==> config.mk <==
export PLATFORM = sky130hd
export DESIGN_NAME = hazard_scoreboard
export DESIGN_NICKNAME = d
export VERILOG_FILES = /design/src/rtl/hazard_pkg.sv /design/src/rtl/sb_down_counter.sv /design/src/rtl/hazard_scoreboard.sv
export SDC_FILE = /design/constraint.sdc
export NUM_CORES = 1
export LEC_CHECK = 0
export CAP_MARGIN = 25
export CORE_ASPECT_RATIO = 0.9
export CORE_MARGIN = 2
export CORE_UTILIZATION = 45
export CTS_CLUSTER_DIAMETER = 100
export DETAILED_ROUTE_END_ITERATION = 8
export GPL_ROUTABILITY_DRIVEN = 0
export PLACE_DENSITY = 0.68
export SETUP_SLACK_MARGIN = 0.02
export SKIP_CTS_REPAIR_TIMING = 1
export SLEW_MARGIN = 20
export SYNTH_ARGS = -nofsm -noshare
export SYNTH_HDL_FRONTEND = slang
export SYNTH_SLANG_ARGS = --single-unit
==> constraint.sdc <==
create_clock -name clk -period 6.06 [get_ports clk]
set_input_delay 1.212 -clock clk [delete_from_list [all_inputs] [get_ports clk]]
set_output_delay 1.212 -clock clk [all_outputs]
set_load 0.1 [all_outputs]
==> src/rtl/hazard_pkg.sv <==
`default_nettype none
// +----------------------------------------------------------------------+
// | Module      : hazard_pkg                                             |
// | Description : Shared constants for the D-stage hazard scoreboard:    |
// |               stall reason bit indices, CP0 register numbers, MDU    |
// |               latencies and Tnew/Tuse encodings used by control.     |
// | Revision    : 1.0 - initial release                                  |
// +----------------------------------------------------------------------+
package hazard_pkg;

    // Bit positions inside stall_reason
    localparam int SR_DATA = 0;
    localparam int SR_MDU  = 1;
    localparam int SR_ERET = 2;

    // CP0 register numbers
    localparam int CP0_SR    = 12;
    localparam int CP0_CAUSE = 13;
    localparam int CP0_EPC   = 14;

    // Default multi-cycle MDU latencies
    localparam int MULT_LAT_DEF = 5;
    localparam int DIV_LAT_DEF  = 10;

    // Tuse: stages until the operand is consumed (0 = needed in D)
    localparam logic [1:0] TUSE_D = 2'd0;
    localparam logic [1:0] TUSE_E = 2'd1;
    localparam logic [1:0] TUSE_M = 2'd2;

    // Tnew: stages until the result is forwardable, counted from E
    localparam logic [1:0] TNEW_NONE = 2'd0;
    localparam logic [1:0] TNEW_ALU  = 2'd1;
    localparam logic [1:0] TNEW_LOAD = 2'd2;

    // Busy cycles loaded into the MDU counter for a started operation
    function automatic int mdu_latency(input logic is_div, input int mult_lat, input int div_lat);
        return is_div ? div_lat : mult_lat;
    endfunction

endpackage : hazard_pkg
`default_nettype wire

==> src/rtl/sb_down_counter.sv <==
`default_nettype none
// +----------------------------------------------------------------------+
// | Module      : sb_down_counter                                        |
// | Description : Saturating down-counter. Reset and clear beat load,    |
// |               load beats the decrement, and zero holds at zero.      |
// | Revision    : 1.0 - initial release                                  |
// +----------------------------------------------------------------------+
module sb_down_counter #(
    parameter int W = 2
) (
    input  logic         clk,
    input  logic         rst,
    input  logic         clr,
    input  logic         load,
    input  logic [W-1:0] load_val,
    output logic [W-1:0] count
);

    logic [W-1:0] r_count;

    // Clear/reset first, then load, otherwise count down towards zero
    always_ff @(posedge clk) begin
        if (rst || clr) begin
            r_count <= '0;
        end else if (load) begin
            r_count <= load_val;
        end else if (r_count != '0) begin
            r_count <= r_count - 1'b1;
        end
    end

    assign count = r_count;

endmodule : sb_down_counter
`default_nettype wire

==> src/rtl/hazard_scoreboard.sv <==
`default_nettype none
// +----------------------------------------------------------------------+
// | Module      : hazard_scoreboard                                      |
// | Description : D-stage stall unit built on a per-register countdown   |
// |               scoreboard, with MDU busy and EPC/eret interlocks and  |
// |               a saturating stalled-cycle counter.                    |
// | Revision    : 1.0 - initial release                                  |
// +----------------------------------------------------------------------+
module hazard_scoreboard
    import hazard_pkg::*;
#(
    parameter int REG_AW   = 5,
    parameter int T_W      = 2,
    parameter int MULT_LAT = MULT_LAT_DEF,
    parameter int DIV_LAT  = DIV_LAT_DEF,
    parameter int MDU_W    = 4,
    parameter int EPC_ADDR = CP0_EPC,
    parameter int CNT_W    = 16
) (
    input  logic              clk,
    input  logic              reset,
    input  logic              d_valid,
    input  logic [REG_AW-1:0] d_rs,
    input  logic [REG_AW-1:0] d_rt,
    input  logic [T_W-1:0]    d_tuse_rs,
    input  logic [T_W-1:0]    d_tuse_rt,
    input  logic [REG_AW-1:0] d_wdst,
    input  logic [T_W-1:0]    d_tnew,
    input  logic              d_md,
    input  logic              d_md_start,
    input  logic              d_md_div,
    input  logic              d_mtc0,
    input  logic [REG_AW-1:0] d_rd,
    input  logic              d_eret,
    input  logic              flush,
    output logic              stall,
    output logic [2:0]        stall_reason,
    output logic              mdu_busy,
    output logic [CNT_W-1:0]  stall_count
);

    localparam int c_NREG = 2 ** REG_AW;

    logic             w_rst;
    logic             w_issue;
    logic [T_W-1:0]   w_cnt [c_NREG];
    logic [MDU_W-1:0] w_mdu_cnt;
    logic [MDU_W-1:0] w_mdu_load_val;
    logic [1:0]       w_epc_pend;
    logic             w_epc_write;
    logic [2:0]       w_reason;
    logic [CNT_W-1:0] r_stall_count;

    assign w_rst   = ~reset;
    // A stalled or flushed D instruction leaves no trace in the scoreboard
    assign w_issue = d_valid & ~stall & ~flush;

    // $zero is never a real dependency, so its entry is hardwired clear
    assign w_cnt[0] = '0;

    genvar gi;
    generate
        for (gi = 1; gi < c_NREG; gi++) begin : g_reg_cnt
            sb_down_counter #(.W(T_W)) u_cnt (
                .clk      (clk),
                .rst      (w_rst),
                .clr      (flush),
                .load     (w_issue && (d_wdst == REG_AW'(gi))),
                .load_val (d_tnew),
                .count    (w_cnt[gi])
            );
        end
    endgenerate

    // A flush does not cancel an MDU operation already in flight
    assign w_mdu_load_val = MDU_W'(mdu_latency(d_md_div, MULT_LAT, DIV_LAT));

    sb_down_counter #(.W(MDU_W)) u_mdu_cnt (
        .clk      (clk),
        .rst      (w_rst),
        .clr      (1'b0),
        .load     (w_issue & d_md_start),
        .load_val (w_mdu_load_val),
        .count    (w_mdu_cnt)
    );

    // EPC is written two stages after D (end of M), hence a count of two
    assign w_epc_write = w_issue & d_mtc0 & (d_rd == REG_AW'(EPC_ADDR));

    sb_down_counter #(.W(2)) u_epc_pend (
        .clk      (clk),
        .rst      (w_rst),
        .clr      (flush),
        .load     (w_epc_write),
        .load_val (2'd2),
        .count    (w_epc_pend)
    );

    // Collect the individual stall causes from current state and D fields
    always_comb begin
        w_reason          = '0;
        w_reason[SR_DATA] = ((d_rs != '0) && (w_cnt[d_rs] > d_tuse_rs)) ||
                            ((d_rt != '0) && (w_cnt[d_rt] > d_tuse_rt));
        w_reason[SR_MDU]  = d_md && (w_mdu_cnt != '0);
        w_reason[SR_ERET] = d_eret && (w_epc_pend != '0);
    end

    assign stall        = d_valid & (|w_reason);
    assign stall_reason = d_valid ? w_reason : 3'b000;
    assign mdu_busy     = (w_mdu_cnt != '0);

    // Count stalled cycles, sticking at all-ones instead of wrapping
    always_ff @(posedge clk) begin
        if (!reset) begin
            r_stall_count <= '0;
        end else if (stall && (r_stall_count != {CNT_W{1'b1}})) begin
            r_stall_count <= r_stall_count + 1'b1;
        end
    end

    assign stall_count = r_stall_count;

endmodule : hazard_scoreboard
`default_nettype wire

After elaboration in Yosys (flattened, before gate mapping)
Cells that the tools add are included.

Bits in registers: 84. Input port bits: 35. Output and inout bits: 21. Logic and storage cells: 299.

$add $sub $neg: 34. $lt $le $gt $ge: 4. Equal/unequal tests: 33. Multiplexer cells: 74. Bitwise operators: 11. Reduce and logical (&&, ||, !) cells: 108.

Operators with widths (count): 2-bit two-way mux (68); 2-bit nonzero test (65); 5-bit equality test (second input constant) (16); 2-bit by 1-bit subtractor with 2-bit output (second input constant) (32); 5-bit by 4-bit equality test with 1-bit output (second input constant) (9); 1-bit logical AND (36); 2-bit binary-select mux with 5-bit select (2); 5-bit by 3-bit equality test with 1-bit output (second input constant) (4); 16-bit by 1-bit adder with 16-bit output (second input constant) (1); 16-bit != test (second input constant) (1); 6-bit >= comparator (second input constant) (2); 4-bit two-way mux (3); 5-bit inverter with 6-bit output (2); 5-bit by 2-bit equality test with 1-bit output (second input constant) (2); 5-bit nonzero test (2); 1-bit AND (6); 5-bit by 1-bit equality test with 1-bit output (second input constant) (1); 2-bit > comparator (2); 4-bit nonzero test (1); 4-bit by 1-bit subtractor with 4-bit output (second input constant) (1); 3-bit two-way mux (1); 1-bit inverter (3); 3-bit OR reduction (1); 1-bit logical OR (2); 2-bit OR reduction (1).

Longest topological paths before layout
Depth in word-level cells: 15. Mapped depth: 17. Gate-level depth less buffers: 13.

Modules after synthesis
From an unflattened synthesis, not the netlist that was laid out.

Cells, all modules: 681. Area, all modules: 6660.1 um^2.

By module, submodules not included: sb_down_counter at g_reg_cnt[10].u_cnt ... (times used 32, cells each 13, area each 128.9 um^2, seq. area each 40.0 um^2); hazard_scoreboard (times used 1, cells each 240, area each 2303.5 um^2, seq. area each 320.3 um^2); sb_down_counter at u_mdu_cnt (times used 1, cells each 25, area each 232.7 um^2, seq. area each 80.1 um^2).

Worst setup path before layout
No wires, ideal clock.

Path type: input-to-output. Start: input port d_rt[0]. End: output port stall_reason[0]. Arrival: 4634 ps. Data required time: 4848 ps. Path slack: 214 ps. Stages on the path: 9. Path buffers: 1. Cells stage by stage: buf_4 > mux4_2 > mux4_2 > o22a_1 > ha_1 > nor2b_1 > o21ai_0 > o22a_4 > nor2b_1.

Cells in the longest elaborated chain, start to end: 8. Elaborated cells between the ends (all ways): 9. Those cells by class: order compare (1); mux (4); bitwise (1); reduce/logical (3).

RTL lines: start, declared (line hazard_scoreboard.sv:24) `input logic [REG_AW-1:0] d_rt,`; 5-bit inverter with 6-bit output (not written as such) (line hazard_scoreboard.sv:103) `((d_rt != '0) && (w_cnt[d_rt] > d_tuse_rt));`; 2-bit binary-select mux with 5-bit select (line hazard_scoreboard.sv:103); 2-bit two-way mux (not written as such) (2 in series) (line hazard_scoreboard.sv:103); 2-bit > comparator (line hazard_scoreboard.sv:103); 1-bit logical AND (*) (line hazard_scoreboard.sv:103); 1-bit logical OR (*) (line hazard_scoreboard.sv:102) `w_reason[SR_DATA] = ((d_rs != '0) && (w_cnt[d_rs] > d_tuse_rs)) ||`; 3-bit two-way mux (*) (line hazard_scoreboard.sv:109) `assign stall_reason = d_valid ? w_reason : 3'b000;`; end, declared (line hazard_scoreboard.sv:37) `output logic [2:0] stall_reason,`.

Mark *: on every way between the ends. The rest lies on a longest branch, timed or not. The select of a mux whose other input is x is not followed.

Worst setup path in the final report
Start: input port d_rt[0]. End: output port stall.

Cells in the longest elaborated chain, start to end: 9. Elaborated cells between the ends (all ways): 10. Those cells by class: order compare (1); mux (3); bitwise (2); reduce/logical (4).

RTL lines: 5-bit inverter with 6-bit output (not written as such) (line hazard_scoreboard.sv:103); 2-bit binary-select mux with 5-bit select (line hazard_scoreboard.sv:103); 2-bit two-way mux (not written as such) (2 in series) (line hazard_scoreboard.sv:103); 2-bit > comparator (line hazard_scoreboard.sv:103); 1-bit logical AND (*) (line hazard_scoreboard.sv:103); 1-bit logical OR (*) (line hazard_scoreboard.sv:102); 3-bit OR reduction (*) (line hazard_scoreboard.sv:108) `assign stall = d_valid & (|w_reason);`; 1-bit AND (*) (line hazard_scoreboard.sv:108); end, declared (line hazard_scoreboard.sv:36) `output logic stall,`.

Marks and branches as above.

==> flow_metrics.py <==
metrics = {
    "logic_synthesis": {
        "syn_nets": 763,
        "synth_top_area_cell": "dfxtp_1",
        "synth_top_area_frac": 0.275,
        "ys_ff_latch": 84,
        "syn_inst": 691,
        "yosys-top-cells-count": "120 x nand2_1, 84 x dfxtp_1, 71 x inv_1",
        "ys.flop_type": "dfxtp_1",
        "seq_area_frac_synth": 0.275,
        "yosysMostFrequentCell": "nand2_1",
        "ys_warn_count": 0,
        "async_flop_share": 0,
        "yosysUniqueCellTypes": 55,
        "syn-cell-area_um2": 6110,
        "ys_top_cells_by_area": "dfxtp_1 28%, mux2i_1 11%, mux4_2 10%",
        "avgSynthCellArea_um2": 8.85,
        "synth-edff-count": 0,
    },
    "sta": {
        "worst_pin_slew_ns": 1.07,
        "fin_crit_ns": 5.81,
        "tns_ns": 0,
        "rsz0062_at_grt": "false",
        "setup_violations": 0,
        "holdWs_ns": 0.490,
        "fmax_mhz": 172,
        "maxSlewViolCount": 0,
        "finalCritPeriodShare": 0.958,
        "skew_ns": 0.00940,
        "worst_slew_margin_rel": 0.282,
        "hold_viol_final": 0,
    },
    "critical_path": {
        "critPathLaunchType": "input pin",
        "crit_cells": 12,
        "crit_fanout": 20,
        "crit_family": "multiplexers",
        "r2r_cells": 10,
        "crit_arrival_ns": 4.59,
        "end_kind": "output port",
        "reg2reg_slack_ns": 2.48,
        "cp.required_ns": 4.85,
        "cp_num_buf_inv": 3,
        "crit_slowest_cell": "mux4_2",
        "r2r-start": "g_reg_cnt[14].u_cnt.count[1]",
        "critPathKind": "input pin to output port",
        "reg2reg_to": "g_reg_cnt[31].u_cnt.count[1]",
        "path_cells": "clkdlybuf4s50_1 -> buf_12 -> mux4_2 -> mux4_2 -> o22a_1 -> ha_1 -> nor2b_1 -> o21ai_0 -> o22a_4 -> nand2_2 -> and2_1 -> buf_12",
        "cp_slowest_stage_delay_ns": 0.52,
    },
    "clocking": {
        "root_buffer": "clkbuf_16",
        "cts_tree": "done",
        "clk_pin_slew_ns": 0.07,
        "insertion_delay_ns": 0.35,
        "clock-sinks": 84,
        "cts.path.max_buffers": 2,
        "htreeDepth": 3,
        "cts_buffers": 9,
    },
    "drt": {
        "firstDrtPassIters": 5,
        "vias_per_cell": 5.81,
        "num_vias": 5295,
        "wl_mm": 16.1,
        "route.detailed.drc": 0,
        "drt_iter0_drc": 369,
        "wl_per_cell_um": 17.7,
        "postRouteAntennaNets": 0,
    },
    "layout": {
        "syn2layout_area_growth_pct": 17.1,
        "drive_above_1_share": 0.128,
        "nNetsFinal": 810,
        "antenna_cells": 0,
        "final_util": 0.538,
        "nFillCells": 1175,
        "multi_input_area_um2": 4000,
        "seqCellArea_um2": 1680,
    },
    "power_and_ir_drop": {
        "power.leakage_uw": 0.00278,
        "total_power_uw": 1580,
        "peakVddDrop_mv": 0.140,
        "p_per_area_nw_per_um2": 221,
    },
    "floorplanning": {
        "io_pins": 56,
        "core_area_um2": 13300,
        "die_y_um": 115,
        "initial_core_util": 0.459,
        "fp.dieArea_um2": 14500,
        "rows": 40,
        "die_width_um": 127,
    },
    "global_routing": {
        "grt.total_usage": 0.232,
        "grt_overflow": 0,
        "antenna_found_initial": 0,
        "grt_pass1_vias": 5357,
        "grt_pass1_wl_mm": 26.6,
        "grt_max_degree": 50,
    },
    "place": {
        "port_buffers": 55,
        "dp_hpwl_mm": 11.9,
    },
    "hold_path": {
        "whs_path_depth": 2,
        "hold-path-endpoint": "u_epc_pend.count[0]",
        "min_path_type": "flip-flop to flip-flop",
        "holdCritStartpoint": "u_epc_pend.count[1]",
    },
    "run_status": {
        "status": "complete, no violations",
    },
    "run": {
        "maxCapViolCount": 0,
    },
}
-- power breakdown --
part           total (uW)  internal [uW]  switching [uW]
registers             579            567            12.3
logic                 382            123             259
clock network         622            377             245
-- per-stage QoR --
step                      worst slack (ns)  std cells  area, um^2
after floorplan                      0.214        691        6110
after global placement               0.342        895        6820
after global routing                0.0238        911        7160
after CTS                            0.275        911        7160
after detailed placement             0.289        895        6830
final                                0.255        911        7160
-- flip-flops by register name (all words and copies together) (netlist names) --
signal,cells
g_reg_cnt.u_cnt.count,62
stall_count,16
u_mdu_cnt.count,4
u_epc_pend.count,2
-- worst max path at each step --
stage | startpoint | end | slack [ns]
6_report | d_rt[0] | stall | 0.25
5_1_grt | d_rs[0] | stall | 0.02
4_1_cts | d_rt[0] | stall | 0.28
3_5_place_dp | d_rt[0] | stall | 0.29
3_3_place_gp | d_rt[0] | stall | 0.34
2_1_floorplan | d_rt[0] | stall_reason[0] | 0.21
-- cell families (layout without fill, tap and decap cells) --
family	Yosys count	in the layout	share of synthesized area
buffers and inverters	101	153	0.0716
xor gates and xnor gates	33	33	0.0473
muxes	102	102	0.228
AOI/OAI and AO/OA	92	92	0.0878
adders and majority gates	37	37	0.0757
DFF	84	84	0.275
and+or+nand+nor	242	242	0.215
-- cell type report --
cell class,count,share of cell area
Tap cell,168,0.0294
Inverter,71,0.0372
Multi-Input combinational cell,506,0.559
Clock inverter,6,0.0131
Timing Repair Buffer,66,0.0930
Clock buffer,10,0.0334
Sequential cell,84,0.235
-- layer usage --
layer  share of wire  GRT usage  up-vias
li1                -          -     2527
met1            0.43      0.295     2595
met5               0          0        -
met4           0.017     0.0711        0
met3           0.061     0.0533       25
met2            0.49      0.394      148
-- worst min-delay path, cell delays in order, from the launching register on --
cell and delay (ns):
dfxtp_1 0.33, nand3b_1 0.08, a31oi_1 0.04
-- cells in the final DEF (no fill, tap or decap), types with 3 or more instances in the layout --
master and instances:
nand2_1 120, dfxtp_1 84, inv_1 71, mux2i_1 70, clkdlybuf4s50_1 53, o21ai_0 50
ha_1 37, xnor2_1 33, mux4_2 28, nand3_2 25, a21oi_1 20, nor2_1 14
nand4_1 11, buf_4 10, nand3_1 9, clkbuf_16 9, nand2b_1 8, nor2b_1 7
and3_1 7, nor3_1 7, or3_1 7, nand3b_1 4, nor3b_1 4, mux2_2 3
or4_1 3, inv_6 3, buf_12 3
Power figures use the tool's default switching activity.
